`config.mk`:
```
export PLATFORM = sky130hd
export DESIGN_NAME = fqmul_pipe
export DESIGN_NICKNAME = d
export VERILOG_FILES = /design/src/rtl/fqmul_pkg.sv /design/src/rtl/mont_reduce_pipe.sv /design/src/rtl/fqmul_pipe.sv
export SDC_FILE = /design/constraint.sdc
export NUM_CORES = 2
export LEC_CHECK = 0
export ABC_CLOCK_PERIOD_IN_PS = 8670
export BUFFER_PORTS_ARGS = -buffer_cell sky130_fd_sc_hd__buf_2
export CORE_MARGIN = 1.5
export CORE_UTILIZATION = 62
export CTS_CLUSTER_SIZE = 25
export DETAILED_ROUTE_END_ITERATION = 10
export GPL_TIMING_DRIVEN = 0
export PLACE_DENSITY = 0.79
export RECOVER_POWER = 100
export SYNTH_ARGS = -nofsm -noshare
export SYNTH_HDL_FRONTEND = slang
export SYNTH_HIERARCHICAL = 1
export SYNTH_SLANG_ARGS = --single-unit
```
`constraint.sdc`:
```
create_clock -name clock -period 8.67 [get_ports clock]
set_input_delay 0.867 -clock clock [delete_from_list [all_inputs] [get_ports clock]]
set_output_delay 0.867 -clock clock [all_outputs]
set_load 0.02 [all_outputs]
```
`src/rtl/fqmul_pkg.sv`:
```
// Shared constants and helpers for the Dilithium Montgomery multiplier pipeline.
// FQMUL_PIPE_CANON_EN adds a final stage that folds results into [0, Q).
package fqmul_pkg;

    localparam int DIL_Q     = 8380417;
    localparam int DIL_QINV  = 58728449;
    localparam int DIL_MONT  = 4193792;
    localparam int DEF_WIDTH = 32;
    localparam int DEF_TAG_W = 4;

`ifdef FQMUL_PIPE_CANON_EN
    localparam int RED_STAGES = 4;
`else
    localparam int RED_STAGES = 3;
`endif

    // Total register levels from operand capture to out_r (S1 plus reduction).
    localparam int PIPE_STAGES = RED_STAGES + 1;

    function automatic int lane_lsb(input int lane, input int width);
        return lane * width;
    endfunction

endpackage

```
`src/rtl/mont_reduce_pipe.sv`:
```
// One lane of Montgomery reduction (S2..S4, plus S5 when FQMUL_PIPE_CANON_EN is defined)
// applied to a signed 2*WIDTH product; all stages share a single advance enable.
module mont_reduce_pipe
    import fqmul_pkg::*;
#(
    parameter int WIDTH = DEF_WIDTH,
    parameter int Q     = DIL_Q,
    parameter int QINV  = DIL_QINV
) (
    input  logic                      clock,
    input  logic                      reset_n,
    input  logic                      en,
    input  logic signed [2*WIDTH-1:0] p_in,
    output logic signed [WIDTH-1:0]   r_out
);

    localparam logic [WIDTH-1:0]          QINV_W = WIDTH'(QINV);
    localparam logic signed [2*WIDTH-1:0] Q_2W   = (2*WIDTH)'(Q);

    logic signed [WIDTH-1:0]   t_q, t_d;
    logic signed [2*WIDTH-1:0] p2_q, p2_d;
    logic signed [2*WIDTH-1:0] p3_q, p3_d;
    logic signed [2*WIDTH-1:0] u_q, u_d;
    logic signed [WIDTH-1:0]   r_q, r_d;
    logic signed [2*WIDTH-1:0] t_ext;
    logic signed [2*WIDTH-1:0] diff;

    assign t_ext = {{WIDTH{t_q[WIDTH-1]}}, t_q};
    // p - t*Q is an exact multiple of 2^WIDTH, so the upper half is the shifted result.
    assign diff  = p3_q - u_q;

    always_comb begin
        t_d  = t_q;
        p2_d = p2_q;
        u_d  = u_q;
        p3_d = p3_q;
        r_d  = r_q;
        if (en) begin
            t_d  = p_in[WIDTH-1:0] * QINV_W;
            p2_d = p_in;
            u_d  = t_ext * Q_2W;
            p3_d = p2_q;
            r_d  = diff[2*WIDTH-1:WIDTH];
        end
    end

    always_ff @(posedge clock or negedge reset_n) begin
        if (!reset_n) begin
            t_q  <= '0;
            p2_q <= '0;
            u_q  <= '0;
            p3_q <= '0;
            r_q  <= '0;
        end else begin
            t_q  <= t_d;
            p2_q <= p2_d;
            u_q  <= u_d;
            p3_q <= p3_d;
            r_q  <= r_d;
        end
    end

`ifdef FQMUL_PIPE_CANON_EN
    localparam logic signed [WIDTH-1:0] Q_W = WIDTH'(Q);

    logic signed [WIDTH-1:0] rc_q, rc_d;

    always_comb begin
        rc_d = rc_q;
        if (en) begin
            rc_d = r_q[WIDTH-1] ? (r_q + Q_W) : r_q;
        end
    end

    always_ff @(posedge clock or negedge reset_n) begin
        if (!reset_n) begin
            rc_q <= '0;
        end else begin
            rc_q <= rc_d;
        end
    end

    assign r_out = rc_q;
`else
    assign r_out = r_q;
`endif

endmodule

```
`src/rtl/fqmul_pipe.sv`:
```
// Pipelined multi-lane Montgomery multiplier r = a*b*2^-WIDTH mod Q with a tag sideband.
// Defining FQMUL_PIPE_CANON_EN adds a fifth stage producing canonical results in [0, Q).
module fqmul_pipe
    import fqmul_pkg::*;
#(
    parameter int WIDTH = DEF_WIDTH,
    parameter int LANES = 1,
    parameter int TAG_W = DEF_TAG_W,
    parameter int Q     = DIL_Q,
    parameter int QINV  = DIL_QINV
) (
    input  logic                   clock,
    input  logic                   reset_n,
    input  logic                   in_valid,
    output logic                   in_ready,
    input  logic [LANES*WIDTH-1:0] in_a,
    input  logic [LANES*WIDTH-1:0] in_b,
    input  logic [TAG_W-1:0]       in_tag,
    output logic                   out_valid,
    input  logic                   out_ready,
    output logic [LANES*WIDTH-1:0] out_r,
    output logic [TAG_W-1:0]       out_tag
);

    localparam int NSTG = PIPE_STAGES;

    logic                       adv;
    logic [NSTG-1:0]            v_q, v_d;
    logic [NSTG-1:0][TAG_W-1:0] tag_q, tag_d;

    // Handshake: a side transfers when valid & ready on the same rising edge. The whole
    // pipe advances as one unit whenever the output slot is empty or being drained, so
    // in_ready is that advance condition and bubbles are carried rather than collapsed.
    assign adv       = ~v_q[NSTG-1] | out_ready;
    assign in_ready  = adv;
    assign out_valid = v_q[NSTG-1];
    assign out_tag   = tag_q[NSTG-1];

    always_comb begin
        v_d   = v_q;
        tag_d = tag_q;
        if (adv) begin
            v_d[0]   = in_valid;
            tag_d[0] = in_tag;
            for (int s = 1; s < NSTG; s++) begin
                v_d[s]   = v_q[s-1];
                tag_d[s] = tag_q[s-1];
            end
        end
    end

    always_ff @(posedge clock or negedge reset_n) begin
        if (!reset_n) begin
            v_q   <= '0;
            tag_q <= '0;
        end else begin
            v_q   <= v_d;
            tag_q <= tag_d;
        end
    end

    for (genvar k = 0; k < LANES; k++) begin : g_lane
        logic signed [WIDTH-1:0]   a_k, b_k, r_k;
        logic signed [2*WIDTH-1:0] a_ext, b_ext;
        logic signed [2*WIDTH-1:0] p_q, p_d;

        assign a_k   = in_a[lane_lsb(k, WIDTH) +: WIDTH];
        assign b_k   = in_b[lane_lsb(k, WIDTH) +: WIDTH];
        assign a_ext = {{WIDTH{a_k[WIDTH-1]}}, a_k};
        assign b_ext = {{WIDTH{b_k[WIDTH-1]}}, b_k};

        always_comb begin
            p_d = p_q;
            if (adv) begin
                p_d = a_ext * b_ext;
            end
        end

        always_ff @(posedge clock or negedge reset_n) begin
            if (!reset_n) begin
                p_q <= '0;
            end else begin
                p_q <= p_d;
            end
        end

        mont_reduce_pipe #(
            .WIDTH (WIDTH),
            .Q     (Q),
            .QINV  (QINV)
        ) u_red (
            .clock   (clock),
            .reset_n (reset_n),
            .en      (adv),
            .p_in    (p_q),
            .r_out   (r_k)
        );

        assign out_r[lane_lsb(k, WIDTH) +: WIDTH] = r_k;
    end

endmodule

```
==> impl_metrics.toml <==
[global_routing]
grt_max_degree = 126
grt_pass1_wl_mm = 297.6
grt-ovfl-total = 0
grt_pass1_vias = 49880
grtUsageTotal_pct = 39.78
grt_antenna_before_repair = 15

[synthesis]
synth_top_area_share_pct = 43.46
synth_area_leaders = "fa_1 (43%), dfrtp_1 (12%), ha_1 (11%)"
synth_area_um2 = 61860
ys_types = 89
async_reset_ff_share_pct = 100.0
synth_cells = 6325
syn-num-nets = 8266
syn_area_per_cell_um2 = 9.780
ys.warnings.count = 6
synth_flop_cell = "dfrtp_1"
yosysSeqAreaShare_pct = 11.85
ys_ff_latch = 293
yosys.area.top_type = "fa_1"
synth_edf_count = 0

[sta]
worst_pin_slew_ns = 6.606
finalSetupViolCount = 0
finalCritPeriodShare_pct = 99.80
hold_violations = 0
fin_setup_tns_ns = 0
fmax_ghz = 0.1156
hold-worst-slack_ns = 0.4687
slew_headroom_pct = -340.4
rsz0062_at_grt = "true"
finClkSkew_ns = 0.02030
fin_ws_ns = 0.01723
maxSlewViolCount = 202
layout_min_cycle_time_ns = 8.653

[floorplan]
io_pins = 110
initial_core_util_pct = 62.76
fp.dieArea_um2 = 101700
die_w_um = 318.9
rows = 115
die_h_um = 318.9
coreArea_um2 = 98560

[worst_setup_path]
worst_setup_path_end_kind = "flop"
cp_data_required_time_ns = 9.15
critPathLaunchType = "input port"
crit_fanout = 10
reg2reg_depth = 20
crit_arrival_ns = 9.14
worstSetupPathType = "input port to flop"

[cts]
htree_num_levels = 1
clockBufferDepth = 3
clock-root-buffer = "clkbuf_16"
clk_latency_ns = 0.55
cts_tree = "yes"
cts.clk_slew.worst_paths_ns = 0.07
numCtsBuffers = 25
clkSinkCount = 293

[placed_design]
port-buffer-count = 109
routabilityCongestion = 1.073
dp_hpwl_mm = 162.4
dpl_worst_slack_ns = -1.597

[cells_and_area]
seqCellArea_um2 = 7333
area_growth_pct = 5.556
mostFrequentLayoutCells = "inv_1 (1375), fa_1 (1335), nand2_1 (719), and2_1 (525), ha_1 (525)"
final_common_cell = "inv_1"
nFillCells = 7947
multi_input_area_um2 = 48250
drive_gt1_share_pct = 7.232
nNetsFinal = 8421

[route]
ant_nets = 0
firstDrtPassIters = 8
vias = 45770
drcViolationCount = 0
drt_wl_total_mm = 195.5
drtIter0Drc = 3709
viasPerCell = 5.871
post_drt_wl_per_cell_um = 25.08

[run_status]
violations = "max-capacitance violations, max-slew violations"
run_status = "finished, violations left"

[run]
cap_viol_max_count = 2

[worst_hold_path]
worstHoldPathType = "flop to flop"
hold-path-cell-count = 2
==> synth_stat cells (all sizes together) (10+ instances only) <==
cell and instances:
a31oi 21, o21bai 25, a221oi 10, or2 17, xnor2 106, nand4 26
nor4 11, and2 530, nor3 27, nor2b 14, o211ai 19, dfrtp 293
fa 1343, mux2 133, nand2 721, a21oi 185, o31ai 15, a211oi 16
buf 14, o21ai 139, nand2b 25, clkbuf 264, and3 19, xor2 57
ha 526, mux2i 11, inv 1381, nor2 125, a21o 93, o21a 21
nand3 34
==> logic make-up after synthesis <==
family,synth area share [%]
fa+ha+maj,54.10
buf+inv,10.13
simple gates,12.57
compound gates,6.438
flops,11.85
xor+xnor,2.308
mux,2.599
==> layer usage <==
metal | up-vias | share of wire [%] | global-route usage (%)
met2 | 2414 | 45 | 63.59
met1 | 23130 | 36 | 47.96
met3 | 735 | 10 | 10.07
met4 | 10 | 8.5 | 26.26
li1 | 19480 | - | -
met5 | - | 0.035 | 0
==> flip-flops by register name (all words and copies together), names as in the netlist <==
signal and count:
g_lane.u_red/p3_q 51, g_lane.u_red/u_q 43, g_lane.u_red/t_q 32, out_tag 4
g_lane.u_red/p2_q 51, g_lane.u_red/r_out 32, g_lane.p_q 64, tag_q 12
v_q 4
==> repair_timing <==
item / in CTS / in global routing
endpoints found under the hold margin: 0 / 0
hold buffers: 0 / 0
setup buffers: 9 / 11
pin swaps: 2 / 1
setup endpoints to repair: 18 / 16
gates resized for setup: 101 / 174
==> cell type report <==
class / instances / share of cell area, %
Clock buffer: 30 / 1.033
Clock inverter: 16 / 0.3200
Buffer: 274 / 1.983
Multi-Input combinational cell: 4372 / 73.89
Timing Repair Buffer: 132 / 1.073
Sequential cell: 293 / 11.23
Inverter: 1382 / 7.968
Antenna cell: 9 / 0.03449
Tap cell: 1287 / 2.466
==> path summary, 6_finish.rpt <==
path / from / end / slack (ns)
worst max-delay path: in_b[3] / g_lane[0].p_q[58] / 0.02
min in group asynchronous: reset_n / g_lane[0].u_red/r_out[21] / 2.79
max in group asynchronous: reset_n / g_lane[0].u_red/p2_q[16] / 1.71
worst min-delay path: tag_q[7] / tag_q[7] / 0.47
worst min register to register: tag_q[7] / tag_q[7] / 0.47
worst max register to register: g_lane[0].u_red/t_q[9] / g_lane[0].u_red/u_q[50] / 0.78
==> critical path, cell delays in order <==
cell and delay, ns:
buf_2 0.29, clkbuf_4 0.33, nand2_1 0.10, fa_1 0.56
fa_1 0.53, fa_2 0.53, fa_1 0.56, inv_1 0.05
fa_1 0.51, fa_1 0.51, fa_1 0.60, inv_1 0.08
fa_1 0.49, inv_1 0.05, ha_1 0.26, clkbuf_1 0.20
a21oi_1 0.24, o21a_1 0.21, o22ai_1 0.09, or3b_1 0.44
o2111ai_2 0.35, nand2_2 0.13, a211o_2 0.36, a211o_1 0.31
a2111o_1 0.38, nand3_1 0.09
==> stage by stage <==
stage | instance area (µm²) | cells | util [%]
2_1_floorplan | 61860 | 6325 | -
3_3_place_gp | 64010 | 7721 | 64.95
3_5_place_dp | 64100 | 7724 | 65.03
4_1_cts | 65200 | 7778 | 66.15
5_1_grt | 65280 | 7791 | 66.24
6_report | 65290 | 7795 | 66.25
Power is not shown: default switching activity piles up to over one toggle a cycle in this logic, so the estimate is an artifact.
